$ cat src/rtl/axi_mem_arbiter.sv
// Arbitrates CPU instruction fetch and data accesses onto one AXI3 master port.
// Fetch misses fill an internal line buffer with an INCR burst; data accesses are single beats.
module axi_mem_arbiter #(
  parameter int ADDR_WIDTH = 32,
  parameter int DATA_WIDTH = 32,
  parameter int BURST_LEN  = 16,
  parameter int ID_WIDTH   = 4
) (
  input  logic                  clk,
  input  logic                  rst,
  input  logic                  inst_en,
  input  logic [ADDR_WIDTH-1:0] inst_addr,
  output logic [DATA_WIDTH-1:0] inst_rdata,
  input  logic                  data_en,
  input  logic [3:0]            data_wen,
  input  logic [ADDR_WIDTH-1:0] data_addr,
  input  logic [DATA_WIDTH-1:0] data_wdata,
  output logic [DATA_WIDTH-1:0] data_rdata,
  output logic                  stall_all,
  output logic [ID_WIDTH-1:0]   arid,
  output logic [ADDR_WIDTH-1:0] araddr,
  output logic [3:0]            arlen,
  output logic [2:0]            arsize,
  output logic [1:0]            arburst,
  output logic                  arvalid,
  input  logic                  arready,
  input  logic [DATA_WIDTH-1:0] rdata,
  input  logic                  rlast,
  input  logic                  rvalid,
  output logic                  rready,
  output logic [ID_WIDTH-1:0]   awid,
  output logic [ADDR_WIDTH-1:0] awaddr,
  output logic [3:0]            awlen,
  output logic [2:0]            awsize,
  output logic [1:0]            awburst,
  output logic                  awvalid,
  input  logic                  awready,
  output logic [DATA_WIDTH-1:0] wdata,
  output logic [3:0]            wstrb,
  output logic                  wlast,
  output logic                  wvalid,
  input  logic                  wready,
  input  logic                  bvalid,
  output logic                  bready
);

  localparam int LW  = $clog2(BURST_LEN);
  localparam int OFF = LW + 2;
  localparam logic [ADDR_WIDTH-1:0] LINE_MASK  = ~(ADDR_WIDTH'((1 << OFF) - 1));
  localparam logic [LW-1:0]         CNT_LAST   = LW'(BURST_LEN - 1);
  localparam logic [3:0]            ARLEN_LINE = 4'(BURST_LEN - 1);

  typedef enum logic [2:0] {
    IDLE    = 3'd0,
    I_RADDR = 3'd1,
    I_RDATA = 3'd2,
    D_RADDR = 3'd3,
    D_RDATA = 3'd4,
    WR_ADDR = 3'd5,
    WR_RESP = 3'd6,
    DONE    = 3'd7
  } state_t;

  state_t                  state_r;
  state_t                  state_nxt_s;
  logic                    valid_r;
  logic [ADDR_WIDTH-1:0]   tag_r;
  logic [LW-1:0]           cnt_r;
  logic                    aw_done_r;
  logic                    w_done_r;
  logic [DATA_WIDTH-1:0]   data_rdata_r;
  logic [DATA_WIDTH-1:0]   buf_r [BURST_LEN];
  logic [ADDR_WIDTH-1:0]   inst_line_s;
  logic [ADDR_WIDTH-1:0]   data_line_s;
  logic                    hit_s;

  assign inst_line_s = inst_addr & LINE_MASK;
  assign data_line_s = data_addr & LINE_MASK;
  assign hit_s       = valid_r && (tag_r == inst_line_s);
  assign inst_rdata  = buf_r[inst_addr[OFF-1:2]];
  assign data_rdata  = data_rdata_r;
  // DONE hands the data result back, so the data request stops stalling there.
  assign stall_all   = (data_en && (state_r != DONE)) || (inst_en && !hit_s);

  assign arid    = {ID_WIDTH{1'b0}};
  assign awid    = {ID_WIDTH{1'b0}};
  assign arsize  = 3'b010;
  assign arburst = 2'b01;
  assign awaddr  = data_addr;
  assign awlen   = 4'd0;
  assign awsize  = 3'b010;
  assign awburst = 2'b01;
  assign wdata   = data_wdata;
  assign wstrb   = data_wen;
  assign wlast   = 1'b1;

  // Next-state decode; the data port takes priority over fetch in IDLE.
  always_comb begin
    state_nxt_s = state_r;
    case (state_r)
      IDLE: begin
        if (data_en && (data_wen != 4'b0000)) begin
          state_nxt_s = WR_ADDR;
        end else if (data_en) begin
          state_nxt_s = D_RADDR;
        end else if (inst_en && !hit_s) begin
          state_nxt_s = I_RADDR;
        end else begin
          state_nxt_s = IDLE;
        end
      end
      I_RADDR: state_nxt_s = arready ? I_RDATA : I_RADDR;
      I_RDATA: state_nxt_s = (rvalid && rlast) ? IDLE : I_RDATA;
      D_RADDR: state_nxt_s = arready ? D_RDATA : D_RADDR;
      D_RDATA: state_nxt_s = rvalid ? DONE : D_RDATA;
      WR_ADDR: begin
        if ((aw_done_r || awready) && (w_done_r || wready)) begin
          state_nxt_s = WR_RESP;
        end else begin
          state_nxt_s = WR_ADDR;
        end
      end
      WR_RESP: state_nxt_s = bvalid ? DONE : WR_RESP;
      DONE:    state_nxt_s = IDLE;
      default: state_nxt_s = IDLE;
    endcase
  end

  // AXI valid/ready and read address decode from the current state.
  always_comb begin
    arvalid = 1'b0;
    araddr  = {ADDR_WIDTH{1'b0}};
    arlen   = 4'd0;
    rready  = 1'b0;
    awvalid = 1'b0;
    wvalid  = 1'b0;
    bready  = 1'b0;
    case (state_r)
      I_RADDR: begin
        arvalid = 1'b1;
        araddr  = tag_r;
        arlen   = ARLEN_LINE;
      end
      I_RDATA: rready = 1'b1;
      D_RADDR: begin
        arvalid = 1'b1;
        araddr  = data_addr;
      end
      D_RDATA: rready = 1'b1;
      WR_ADDR: begin
        awvalid = !aw_done_r;
        wvalid  = !w_done_r;
      end
      WR_RESP: bready = 1'b1;
      default: arvalid = 1'b0;
    endcase
  end

  // State, line tag/valid, beat counter, write-channel completion and load data.
  always_ff @(posedge clk or negedge rst) begin
    if (!rst) begin
      state_r      <= IDLE;
      valid_r      <= 1'b0;
      tag_r        <= {ADDR_WIDTH{1'b0}};
      cnt_r        <= {LW{1'b0}};
      aw_done_r    <= 1'b0;
      w_done_r     <= 1'b0;
      data_rdata_r <= {DATA_WIDTH{1'b0}};
    end else begin
      state_r <= state_nxt_s;
      case (state_r)
        IDLE: begin
          if (state_nxt_s == I_RADDR) begin
            tag_r   <= inst_line_s;
            valid_r <= 1'b0;
          end else if ((state_nxt_s == WR_ADDR) && (data_line_s == tag_r)) begin
            valid_r <= 1'b0;
          end
          aw_done_r <= 1'b0;
          w_done_r  <= 1'b0;
        end
        I_RADDR: cnt_r <= {LW{1'b0}};
        I_RDATA: begin
          if (rvalid) begin
            cnt_r <= cnt_r + 1'b1;
            // A short burst leaves the line invalid so the fetch retries it.
            if (rlast) begin
              valid_r <= (cnt_r == CNT_LAST);
            end
          end
        end
        D_RDATA: begin
          if (rvalid) begin
            data_rdata_r <= rdata;
          end
        end
        WR_ADDR: begin
          if (awready) begin
            aw_done_r <= 1'b1;
          end
          if (wready) begin
            w_done_r <= 1'b1;
          end
        end
        default: cnt_r <= cnt_r;
      endcase
    end
  end

  // Line storage; contents are meaningless until valid is set, so no reset.
  always_ff @(posedge clk) begin
    if ((state_r == I_RDATA) && rvalid) begin
      buf_r[cnt_r] <= rdata;
    end
  end

endmodule
$ cat config.mk
export PLATFORM = sky130hd
export DESIGN_NAME = axi_mem_arbiter
export DESIGN_NICKNAME = d
export VERILOG_FILES = /design/src/rtl/axi_mem_arbiter.sv
export SDC_FILE = /design/constraint.sdc
export NUM_CORES = 1
export LEC_CHECK = 0
export CORE_MARGIN = 10
export CORE_UTILIZATION = 45
export DETAILED_ROUTE_END_ITERATION = 10
export GPL_TIMING_DRIVEN = 0
export PLACE_DENSITY = 0.68
export RECOVER_POWER = 50
export SETUP_SLACK_MARGIN = 0.1
export SYNTH_ARGS = -nofsm -noshare
export SYNTH_HDL_FRONTEND = slang
export SYNTH_SLANG_ARGS = --single-unit
$ cat constraint.sdc
create_clock -name clk -period 8.1 [get_ports clk]
set_clock_uncertainty 0.1 [all_clocks]
set_input_delay 1.215 -clock clk [delete_from_list [all_inputs] [get_ports clk]]
set_output_delay 1.215 -clock clk [all_outputs]
set_load 0.05 [all_outputs]
==> impl_summary.txt, run 1 <==
----------------------------------------------------
[Pwr]
  Leakage power ... 10.2 nW
  Overall Power ... 8.33 mW
  Cell Pwr Density ... 279 nW/um^2
  Worst IR drop on VDD ... 0.000186 V

[Worst setup path]
  Cell with the most instances on the worst path ... sky130_fd_sc_hd__mux4_2
  CP delay by family, top ... buffers and inverters
  Setup crit start kind ... primary input
  CP required ... 6780 ps
  Crit path cell chain ... clkbuf_1 > buf_1 > mux4_2 > mux4_2 > clkdlybuf4s50_1
  Slowest cell on the critical path ... sky130_fd_sc_hd__buf_1
  Largest fanout of any net on the critical path ... 10
  Critical Path Sink Type ... primary output
  Critical path arrival ... 4530 ps
  Worst path bufs/invs ... 3
  Largest stage delay on the critical path ... 960 ps
  Critical Setup Path Class ... primary input to primary output

[Logic synthesis]
  Avg Inst Size Synth ... 20.4 sq um
  Count of different cell masters after synthesis ... 40
  Compound-cell area share of the yosys netlist ... 0.629%
  Top area cells in the synthesized netlist ... sky130_fd_sc_hd__edfxtp_1 64%, sky130_fd_sc_hd__mux4_2 15%, sky130_fd_sc_hd__dfrtp_1 7.1%
  Warnings, synthesis ... 0
  Synth Area in XOR/XNOR ... 2.05%
  Netlist area before placement ... 23900 sq um
  Arithmetic-cell share of the synthesized area counting full adders, half adders and majority gates ... 0.210%
  Count of state elements after synthesis ... 580
  Fraction of synthesized area in multiplexers ... 19.3%
  Basic-gate share of the synthesized area counting and, or, nand and nor cells ... 2.12%
  Proportion of synthesized chip area in sequential cells ... 71.5%
  Cell count after synthesis ... 1170
  Combinational family with the most area after synthesis ... multiplexers
  Fraction of post-synthesis cell area in the top cell type by area ... 64.4%
  Post-synthesis cell type with the largest combined area ... sky130_fd_sc_hd__edfxtp_1

[Detailed routing]
  DR iter-0 viols ... 1078
  Number of antenna-violating nets in the routed design ... 0
  # DRC ... 0
  Average routed wire per standard cell ... 26.2 um
  Detailed-route wire length ... 60100 um
  Routed vias ... 12545
  Vias per inst ... 5.48
  First-pass detailed-route iteration total ... 5

[Cells and area]
  Top library cells by usage in the layout, fill and taps aside ... 512 x sky130_fd_sc_hd__edfxtp_1, 210 x sky130_fd_sc_hd__clkdlybuf4s50_1, 160 x sky130_fd_sc_hd__mux4_2
  Net total in the final layout ... 1702
  Leading cell type in the layout, fill and taps excluded ... sky130_fd_sc_hd__edfxtp_1
  Fraction of layout instances using a drive strength above 1 ... 27.7%
  Synth-to-Final Area Change ... 25.2%
  Count of inserted antenna diode cells ... 0

[Floorplan]
  Initial cell density of the core ... 45.4%
  Die Outline Area ... 62700 sq um
  Die Wd ... 250 um
  Row cnt ... 84
  Core region area ... 52600 sq um
  DIE HEIGHT ... 250 um
  Top Ports ... 339

[Clock network]
  Post-cts gate resize count ... 0
  Inserted Clock Buffers ... 57
  Clock transition at the registers of the reported paths ... 60 ps
  Clock tree from TritonCTS ... done
  Later-pin clock latency in the skew report ... 610 ps
  Number of buffers added for setup after CTS ... 0
  Total number of H-tree levels ... 2
  # hold bufs at CTS ... 0
  Number of clock sinks ... 580
  Clock tree root driver cell ... sky130_fd_sc_hd__clkbuf_16
  CTS max path bufs ... 3

[STA]
  Number of slew-limit violations in the final report ... 55
  Final period utilization ... 72.2%
  Slew at the pin closest to its max-slew limit ... 3660 ps
  Final Critical Period ... 5850 ps
  Total negative slack ... 0 ps
  Maximum clock rate ... 171 MHz
  RSZ-0062 raised after global routing ... false
  Total of endpoints with negative setup slack in the final report ... 0
  Slew HR ... -144%
  Number of hold violations in the final report ... 0

[Global route]
  Total global-route track usage ... 19.0%
  Via count of the first global-routing pass ... 13548
  Maximum number of pins on one net before global-route repair ... 55
  Global-route congestion overflow total ... 0
  Wire length of the first global-routing pass ... 88900 um
  Antenna violations before repair ... 2

[Flow run]
  Max cap viols ... 1

[Status]
  Run status ... finished with violations
  Violated checks ... capacitance limit, slew limit

[Placement]
  DP HPWL ... 40900 um
  Count of input and output buffers ... 278
  Routability cong. ... 0.904

[Hold path]
  Path type of the worst min-delay path ... flop to flop

----------------------------------------------------
[metal layers]
| layer | up-vias | track usage (%) | wire length [um] |
|---|---|---|---|
| met5 | - | 0 | 12 |
| met4 | 2 | 5.16 | 1200 |
| met3 | 77 | 4.74 | 4670 |
| met2 | 543 | 32.5 | 30700 |
| met1 | 6551 | 23.6 | 23500 |
| li1 | 5372 | - | - |
[flip-flops by register name, indices dropped and copies added, names as in the netlist]
register	cells
buf_r	512
state_r	3
w_done_r	1
valid_r	1
tag_r	26
aw_done_r	1
data_rdata	32
cnt_r	4
[power breakdown]
group | leakage, nW | switching [mW] | internal (mW)
registers | 5.43 | 0.171 | 3.46
clock network | 0.919 | 1.11 | 1.49
logic | 3.87 | 1.29 | 0.809
total | 10.2 | 2.57 | 5.76
[final timing paths]
path / startpoint / end / slack [ps] / cells after the start
max in group asynchronous: rst / data_rdata[21] / 3190 / 2
min reg2reg: data_rdata[1] / data_rdata[1] / 400 / 1
min in group asynchronous: rst / data_rdata[25] / 680 / 1
max: inst_addr[2] / inst_rdata[19] / 2250 / 5
min: data_rdata[1] / data_rdata[1] / 400 / 1
max reg2reg: state_r[1] / buf_r[6][6] / 4040 / 7
[through the flow]
step	std cells	cell area [sq um]	setup slack, ps	utilization [%]	hold slack (ps)
finish	2290	29900	2250	56.9	399
global route	2290	29900	2110	56.9	423
CTS	2290	30000	2230	57.0	357
detailed placement	2185	28100	2230	53.5	395
global placement	2157	27600	46.4	52.5	389
floorplan	1191	23900	3430	-	408
[area by class of cell]
cell class | instances | area [sq um]
Fill cell | 3970 | 22700
Sequential cell | 580 | 17100
Multi-Input combinational cell | 454 | 5920
Timing Repair Buffer | 306 | 3200
Clock buffer | 71 | 1550
Buffer | 147 | 946
Tap cell | 688 | 861
Clock inverter | 34 | 300
Inverter | 10 | 37.5
[cells by family after synthesis]
family | Yosys count
AO/OA/AOI/OAI | 25
multiplexers | 245
AND/OR/NAND/NOR | 101
flip-flops | 580
adder cells (fa/ha/maj) | 4
other | 2
buffers and inverters | 157
XOR/XNOR | 56
[Yosys cell counts]
cell and number:
sky130_fd_sc_hd__edfxtp_1 512, sky130_fd_sc_hd__mux4_2 160, sky130_fd_sc_hd__buf_4 94, sky130_fd_sc_hd__dfrtp_1 68, sky130_fd_sc_hd__xnor2_1 47, sky130_fd_sc_hd__nor2_1 42, sky130_fd_sc_hd__mux2_2 39, sky130_fd_sc_hd__clkbuf_1 33
sky130_fd_sc_hd__mux2i_1 26, sky130_fd_sc_hd__mux2_4 20, sky130_fd_sc_hd__buf_1 16, sky130_fd_sc_hd__nand4_1 12, sky130_fd_sc_hd__inv_1 10, sky130_fd_sc_hd__nand2_1 9, sky130_fd_sc_hd__o21ai_0 9, sky130_fd_sc_hd__xor2_1 9
sky130_fd_sc_hd__a21oi_1 8, sky130_fd_sc_hd__and2_1 8, sky130_fd_sc_hd__and3_1 8, sky130_fd_sc_hd__nor3_1 6, sky130_fd_sc_hd__ha_1 4, sky130_fd_sc_hd__nand3_1 4, sky130_fd_sc_hd__a31oi_1 3, sky130_fd_sc_hd__nor4_1 3
sky130_fd_sc_hd__buf_12 2, sky130_fd_sc_hd__conb_1 2, sky130_fd_sc_hd__nand2b_1 2, sky130_fd_sc_hd__or4_1 2, sky130_fd_sc_hd__a211oi_1 1, sky130_fd_sc_hd__a22o_1 1, sky130_fd_sc_hd__and3b_1 1, sky130_fd_sc_hd__buf_2 1
sky130_fd_sc_hd__buf_6 1, sky130_fd_sc_hd__nor2b_1 1, sky130_fd_sc_hd__nor3b_1 1, sky130_fd_sc_hd__nor4_2 1, sky130_fd_sc_hd__nor4b_1 1, sky130_fd_sc_hd__o21a_1 1, sky130_fd_sc_hd__o22ai_1 1, sky130_fd_sc_hd__o41ai_2 1
Note: power is estimated with default switching activity, not from simulation.
==> run 2: changes to the inputs <==
Clock period 8.1 ns to 5.6 ns, I/O delays scaled along.
==> impl_summary.txt, run 2 (synthesized netlist as in run 1, its figures left out) <==
----------------------------------------------------
[STA]
  Worst Hold Margin ... 399 ps (about the same)
  Final period utilization ... 90.8%
  Total of endpoints with negative setup slack in the final report ... 0 (unchanged)
  Number of slew-limit violations in the final report ... 55 (unchanged)
  Final Critical Period ... 5080 ps
  Number of hold violations in the final report ... 0 (unchanged)
  Maximum clock rate ... 197 MHz
  RSZ-0062 raised after global routing ... false (unchanged)
  Slew at the pin closest to its max-slew limit ... 3070 ps (was 3660 ps)
  Slew HR ... -105% (was -144%)

[Clock network]
  Total number of H-tree levels ... 2 (unchanged)
  Clock tree root driver cell ... sky130_fd_sc_hd__clkbuf_16 (unchanged)
  Clock tree from TritonCTS ... done (unchanged)
  Clock transition at the registers of the reported paths ... 60 ps (about the same)
  Later-pin clock latency in the skew report ... 610 ps (about the same)
  Inserted Clock Buffers ... 57 (unchanged)
  Number of clock sinks ... 580 (unchanged)
  CTS max path bufs ... 3 (unchanged)
  Number of buffers added for setup after CTS ... 0 (unchanged)
  Post-cts gate resize count ... 0 (unchanged)

[Detailed routing]
  Met1 routed wirelength after detailed routing ... 23500 um (about the same)
  First-pass detailed-route iteration total ... 5 (unchanged)
  Routed length on met2 ... 30800 um (was 30700 um)
  Average routed wire per standard cell ... 26.2 um (about the same)
  Vias per inst ... 5.48 (about the same)
  Top Layer Used ... met4 (was met5)
  WL met3 ... 4630 um (was 4670 um)
  DR iter-0 viols ... 1067 (was 1078)
  # DRC ... 0 (unchanged)
  Detailed-route wire length ... 60100 um (about the same)
  Number of antenna-violating nets in the routed design ... 0 (unchanged)
  Routed vias ... 12554 (was 12545)

[Hold path]
  Path type of the worst min-delay path ... flop to flop (unchanged)
  Number of cells on the worst hold path ... 1 (unchanged)

[Global route]
  Via count of the first global-routing pass ... 13545 (was 13548)
  Antenna violations before repair ... 1 (was 2)
  Wire length of the first global-routing pass ... 88900 um (about the same)
  Global-route congestion overflow total ... 0 (unchanged)
  Maximum number of pins on one net before global-route repair ... 55 (unchanged)
  Total global-route track usage ... 19.0% (about the same)

[Placement]
  DP HPWL ... 40900 um (unchanged)
  Routability cong. ... 0.904 (unchanged)
  Total instance count after detailed placement ... 2185 (unchanged)
  Count of input and output buffers ... 278 (unchanged)

[Cells and area]
  Number of flip-flops under the largest register name ... 512 (unchanged)
  Count of inserted antenna diode cells ... 0 (unchanged)
  Register with the most flip-flops ... buf_r (unchanged)
  Synth-to-Final Area Change ... 25.5% (was 25.2%)
  Leading cell type in the layout, fill and taps excluded ... sky130_fd_sc_hd__edfxtp_1 (unchanged)
  Fill cells ... 3961 (was 3970)
  Area of the multi-input gates ... 5940 sq um (was 5920 sq um)
  Net total in the final layout ... 1703 (was 1702)
  Non-filler instance count after layout ... 2291 (was 2290)
  FF/Latch Area ... 17100 sq um (unchanged)
  Top library cells by usage in the layout, fill and taps aside ... 512 x sky130_fd_sc_hd__edfxtp_1, 180 x sky130_fd_sc_hd__clkdlybuf4s50_1, 160 x sky130_fd_sc_hd__mux4_2 (was 512 x sky130_fd_sc_hd__edfxtp_1, 210 x sky130_fd_sc_hd__clkdlybuf4s50_1, 160 x sky130_fd_sc_hd__mux4_2)
  Fraction of layout instances using a drive strength above 1 ... 28.1% (was 27.7%)

[Floorplan]
  DIE HEIGHT ... 250 um (unchanged)
  Core region area ... 52600 sq um (unchanged)
  Initial cell density of the core ... 45.4% (unchanged)
  Row cnt ... 84 (unchanged)
  Die Outline Area ... 62700 sq um (unchanged)
  Die Wd ... 250 um (unchanged)
  Top Ports ... 339 (unchanged)

[Pwr]
  Cell Pwr Density ... 402 nW/um^2 (was 279 nW/um^2)
  Leakage power ... 10.3 nW (was 10.2 nW)
  Worst IR drop on VDD ... 0.000269 V (was 0.000186 V)
  Overall Power ... 12.1 mW (was 8.33 mW)

[Worst setup path]
  Worst Reg2Reg Path Length in Cells ... 7 (unchanged)
  Setup crit start kind ... primary input (unchanged)
  Critical Path Sink Type ... primary output (unchanged)
  CP required ... 4660 ps (was 6780 ps)
  Critical path arrival ... 4140 ps (was 4530 ps)
  Critical Setup Path Class ... primary input to primary output (unchanged)
  Largest fanout of any net on the critical path ... 10 (unchanged)

[Flow run]
  Max cap viols ... 1 (unchanged)

[Status]
  Violated checks ... capacitance limit, slew limit (unchanged)
  Run status ... finished with violations (unchanged)

----------------------------------------------------
[run 2: changes by cell type in the layout (fill, tap and decap cells not counted), sizes merged]
| cell | before | now |
|---|---|---|
| buf | 139 | 141 |
| dlymetal6s4s | 0 | 1 |
| clkbuf | 108 | 105 |
| dlygate4sd3 | 67 | 98 |
| clkdlybuf4s50 | 210 | 180 |
[run 2: metrics by stage]
stage	setup WS [ps]	area, sq um	util (%)	setup TNS, ps
after global routing	250	29900	57.0	0
after CTS	477	30000	57.0	0
final	517	29900	57.0	0
after detailed placement	484	28100	53.5	0
after global placement	-2080	27600	52.5	-266440
after floorplan	1310	23900	-	0
[run 2: what timing repair did]
item,in CTS,in global routing
setup endpoints to repair,0,0
hold endpoints to repair,9,0
hold buffers,1,0
[run 2: critical path: stages]
cell	delay [ps]
sky130_fd_sc_hd__clkbuf_1	450
sky130_fd_sc_hd__buf_1	960
sky130_fd_sc_hd__mux4_2	610
sky130_fd_sc_hd__mux4_2	480
sky130_fd_sc_hd__clkdlybuf4s50_1	790
[run 2: cell type report]
class | instances | area share [%]
Multi-Input combinational cell | 454 | 19.8
Buffer | 147 | 3.16
Sequential cell | 580 | 57.0
Clock inverter | 34 | 1.00
Timing Repair Buffer | 307 | 10.8
Clock buffer | 71 | 5.18
Inverter | 10 | 0.125
Tap cell | 688 | 2.87
[run 2: worst paths after layout]
kind	start	to	slack (ps)
worst max-delay path	inst_addr[2]	inst_rdata[23]	520
worst min-delay path	data_rdata[1]	data_rdata[1]	400
worst max register to register	state_r[1]	buf_r[6][6]	1470
worst min register to register	data_rdata[1]	data_rdata[1]	400
max in group asynchronous	rst	data_rdata[7]	930
min in group asynchronous	rst	data_rdata[29]	840
[run 2: routing by layer]
layer / vias up / global-route usage (%)
met5: - / 0
met4: 0 / 5.16
met3: 73 / 4.72
met2: 546 / 32.5
met1: 6561 / 23.6
li1: 5374 / -
[run 2: where the power goes]
part           internal, mW  leakage [nW]  switching [mW]
sequential             5.01          5.43           0.246
combinational          1.17          3.91            1.87
clock                  2.15         0.919            1.61
==> run 3: changes to the inputs <==
Settings changed: GPL_TIMING_DRIVEN 0 to 1.
==> impl_summary.txt, run 3 (synthesized netlist as in run 1, its figures left out) <==
----------------------------------------------------
[Placement]
  Area of placed instances ... 26700 sq um (was 28100 sq um)
  Count of input and output buffers ... 249 (was 278)
  Total instance count after detailed placement ... 2011 (was 2185)
  Routability cong. ... 0.831 (was 0.904)
  DP HPWL ... 33500 um (was 40900 um)
  Worst slack, placed ... 843 ps (was 484 ps)

[Cells and area]
  Leading cell type in the layout, fill and taps excluded ... sky130_fd_sc_hd__edfxtp_1 (unchanged)
  Non-filler instance count after layout ... 2119 (was 2291)
  Final std cell area, no fill ... 28600 sq um (was 29900 sq um)
  Count of inserted antenna diode cells ... 0 (unchanged)
  Number of flip-flops under the largest register name ... 512 (unchanged)
  Synth-to-Final Area Change ... 19.8% (was 25.5%)
  Fraction of layout instances using a drive strength above 1 ... 24.9% (was 28.1%)
  Register with the most flip-flops ... buf_r (unchanged)
  Top library cells by usage in the layout, fill and taps aside ... 512 x sky130_fd_sc_hd__edfxtp_1, 179 x sky130_fd_sc_hd__clkdlybuf4s50_1, 160 x sky130_fd_sc_hd__mux4_2 (was 512 x sky130_fd_sc_hd__edfxtp_1, 180 x sky130_fd_sc_hd__clkdlybuf4s50_1, 160 x sky130_fd_sc_hd__mux4_2)
  Net total in the final layout ... 1528 (was 1703)
  Final core utilization ... 54.4% (was 57.0%)

[Worst setup path]
  Origin of the critical flop-to-flop path ... state_r[0] (was state_r[1])
  Critical Setup Path Class ... primary input to primary output (unchanged)
  Largest fanout of any net on the critical path ... 3 (was 10)
  Setup crit start kind ... primary input (unchanged)
  Critical Path Sink Type ... primary output (unchanged)
  CP required ... 4660 ps (about the same)
  Setup crit start ... inst_addr[24] (was inst_addr[2])
  Critical path arrival ... 4030 ps (was 4140 ps)

[Clock network]
  Inserted Clock Buffers ... 57 (unchanged)
  # hold bufs at CTS ... 0 (was 1)
  Clock tree root driver cell ... sky130_fd_sc_hd__clkbuf_16 (unchanged)
  CTS max path bufs ... 3 (unchanged)
  Number of buffers added for setup after CTS ... 0 (unchanged)
  Clock transition at the registers of the reported paths ... 60 ps (about the same)
  Clock tree from TritonCTS ... done (unchanged)
  Number of clock sinks ... 580 (unchanged)
  Later-pin clock latency in the skew report ... 610 ps (about the same)
  Post-cts gate resize count ... 0 (unchanged)
  Total number of H-tree levels ... 2 (unchanged)

[Global route]
  Antenna violations before repair ... 0 (was 1)
  Maximum number of pins on one net before global-route repair ... 47 (was 55)
  Via count of the first global-routing pass ... 12968 (was 13545)
  Total global-route track usage ... 18.0% (was 19.0%)
  Wire length of the first global-routing pass ... 84900 um (was 88900 um)
  Global-route congestion overflow total ... 0 (unchanged)

[STA]
  Slew at the pin closest to its max-slew limit ... 2540 ps (was 3070 ps)
  Final worst slack ... 626 ps (was 517 ps)
  Total negative slack ... 0 ps (unchanged)
  Total of endpoints with negative setup slack in the final report ... 0 (unchanged)
  Final period utilization ... 88.8% (was 90.8%)
  RSZ-0062 raised after global routing ... false (unchanged)
  Number of hold violations in the final report ... 0 (unchanged)
  Worst Hold Margin ... 400 ps (was 399 ps)
  Final Critical Period ... 4970 ps (was 5080 ps)
  Number of slew-limit violations in the final report ... 35 (was 55)
  Slew HR ... -69.5% (was -105%)
  Maximum clock rate ... 201 MHz (was 197 MHz)

[Status]
  Run status ... finished with violations (unchanged)
  Violated checks ... capacitance limit, slew limit (unchanged)

[Pwr]
  Overall Power ... 12.0 mW (was 12.1 mW)
  Cell Pwr Density ... 419 nW/um^2 (was 402 nW/um^2)
  Worst IR drop on VDD ... 0.000274 V (was 0.000269 V)
  Leakage power ... 9.55 nW (was 10.3 nW)

[Floorplan]
  Core region area ... 52600 sq um (unchanged)
  Top Ports ... 339 (unchanged)
  DIE HEIGHT ... 250 um (unchanged)
  Row cnt ... 84 (unchanged)
  Die Wd ... 250 um (unchanged)
  Die Outline Area ... 62700 sq um (unchanged)
  Initial cell density of the core ... 45.4% (unchanged)

[Detailed routing]
  DR iter-0 viols ... 786 (was 1067)
  Average routed wire per standard cell ... 26.7 um (was 26.2 um)
  First-pass detailed-route iteration total ... 5 (unchanged)
  Number of antenna-violating nets in the routed design ... 0 (unchanged)
  Detailed-route wire length ... 56600 um (was 60100 um)
  # DRC ... 0 (unchanged)
  Routed vias ... 11851 (was 12554)
  Vias per inst ... 5.59 (was 5.48)

[Flow run]
  Max cap viols ... 1 (unchanged)

[Hold path]
  Startpoint of the worst hold path ... data_rdata[13] (was data_rdata[1])
  Path type of the worst min-delay path ... flop to flop (unchanged)

----------------------------------------------------
[run 3: changes by cell type in the layout (fill, tap and decap cells not counted), sizes merged]
cell,change
bufinv,+2
clkbuf,-27
clkinv,-6
clkdlybuf4s50,-1
dlymetal6s4s,-1
buf,-108
dlygate4sd3,-33
clkinvlp,+2
[run 3: cell type report]
class | instances | area, sq um
fillers | 4070 | 24000
flip-flops and latches | 580 | 17100
multi-input cells | 454 | 5940
repair buffers | 279 | 2750
clock buffers | 76 | 1570
well taps | 688 | 861
clock inverters | 32 | 355
inverters | 10 | 37.5
[run 3: final timing paths]
path,to,slack [ps],cells past startpoint
setup / recovery,stall_all,630,7
hold / removal,data_rdata[13],400,1
setup reg to reg,buf_r[15][23],2050,4
hold reg to reg,data_rdata[13],400,1
max in group asynchronous,state_r[1],2800,2
min in group asynchronous,data_rdata[29],910,1
[run 3: metal layers]
layer	vias up	wire length, um	GRT usage [%]
met5	-	0	0
met4	0	1520	5.47
met3	83	4470	5.05
met2	512	28100	29.4
met1	6249	22500	23.1
li1	5007	-	-
[run 3: where the power goes]
| group | internal (mW) | total, mW | leakage, nW | switching [mW] |
|---|---|---|---|---|
| clock | 2.26 | 3.88 | 0.927 | 1.62 |
| sequential | 5.01 | 5.27 | 5.43 | 0.263 |
| combinational | 1.08 | 2.83 | 3.20 | 1.75 |
| total | 8.35 | 12.0 | 9.55 | 3.63 |
[run 3: critical path: stages]
cell                              delay (ps)
sky130_fd_sc_hd__clkdlybuf4s50_1         440
sky130_fd_sc_hd__xnor2_1                 420
sky130_fd_sc_hd__nand4_1                 130
sky130_fd_sc_hd__or4_1                   560
sky130_fd_sc_hd__o41ai_1                 760
sky130_fd_sc_hd__nand2_1                 140
sky130_fd_sc_hd__clkdlybuf4s50_1         760
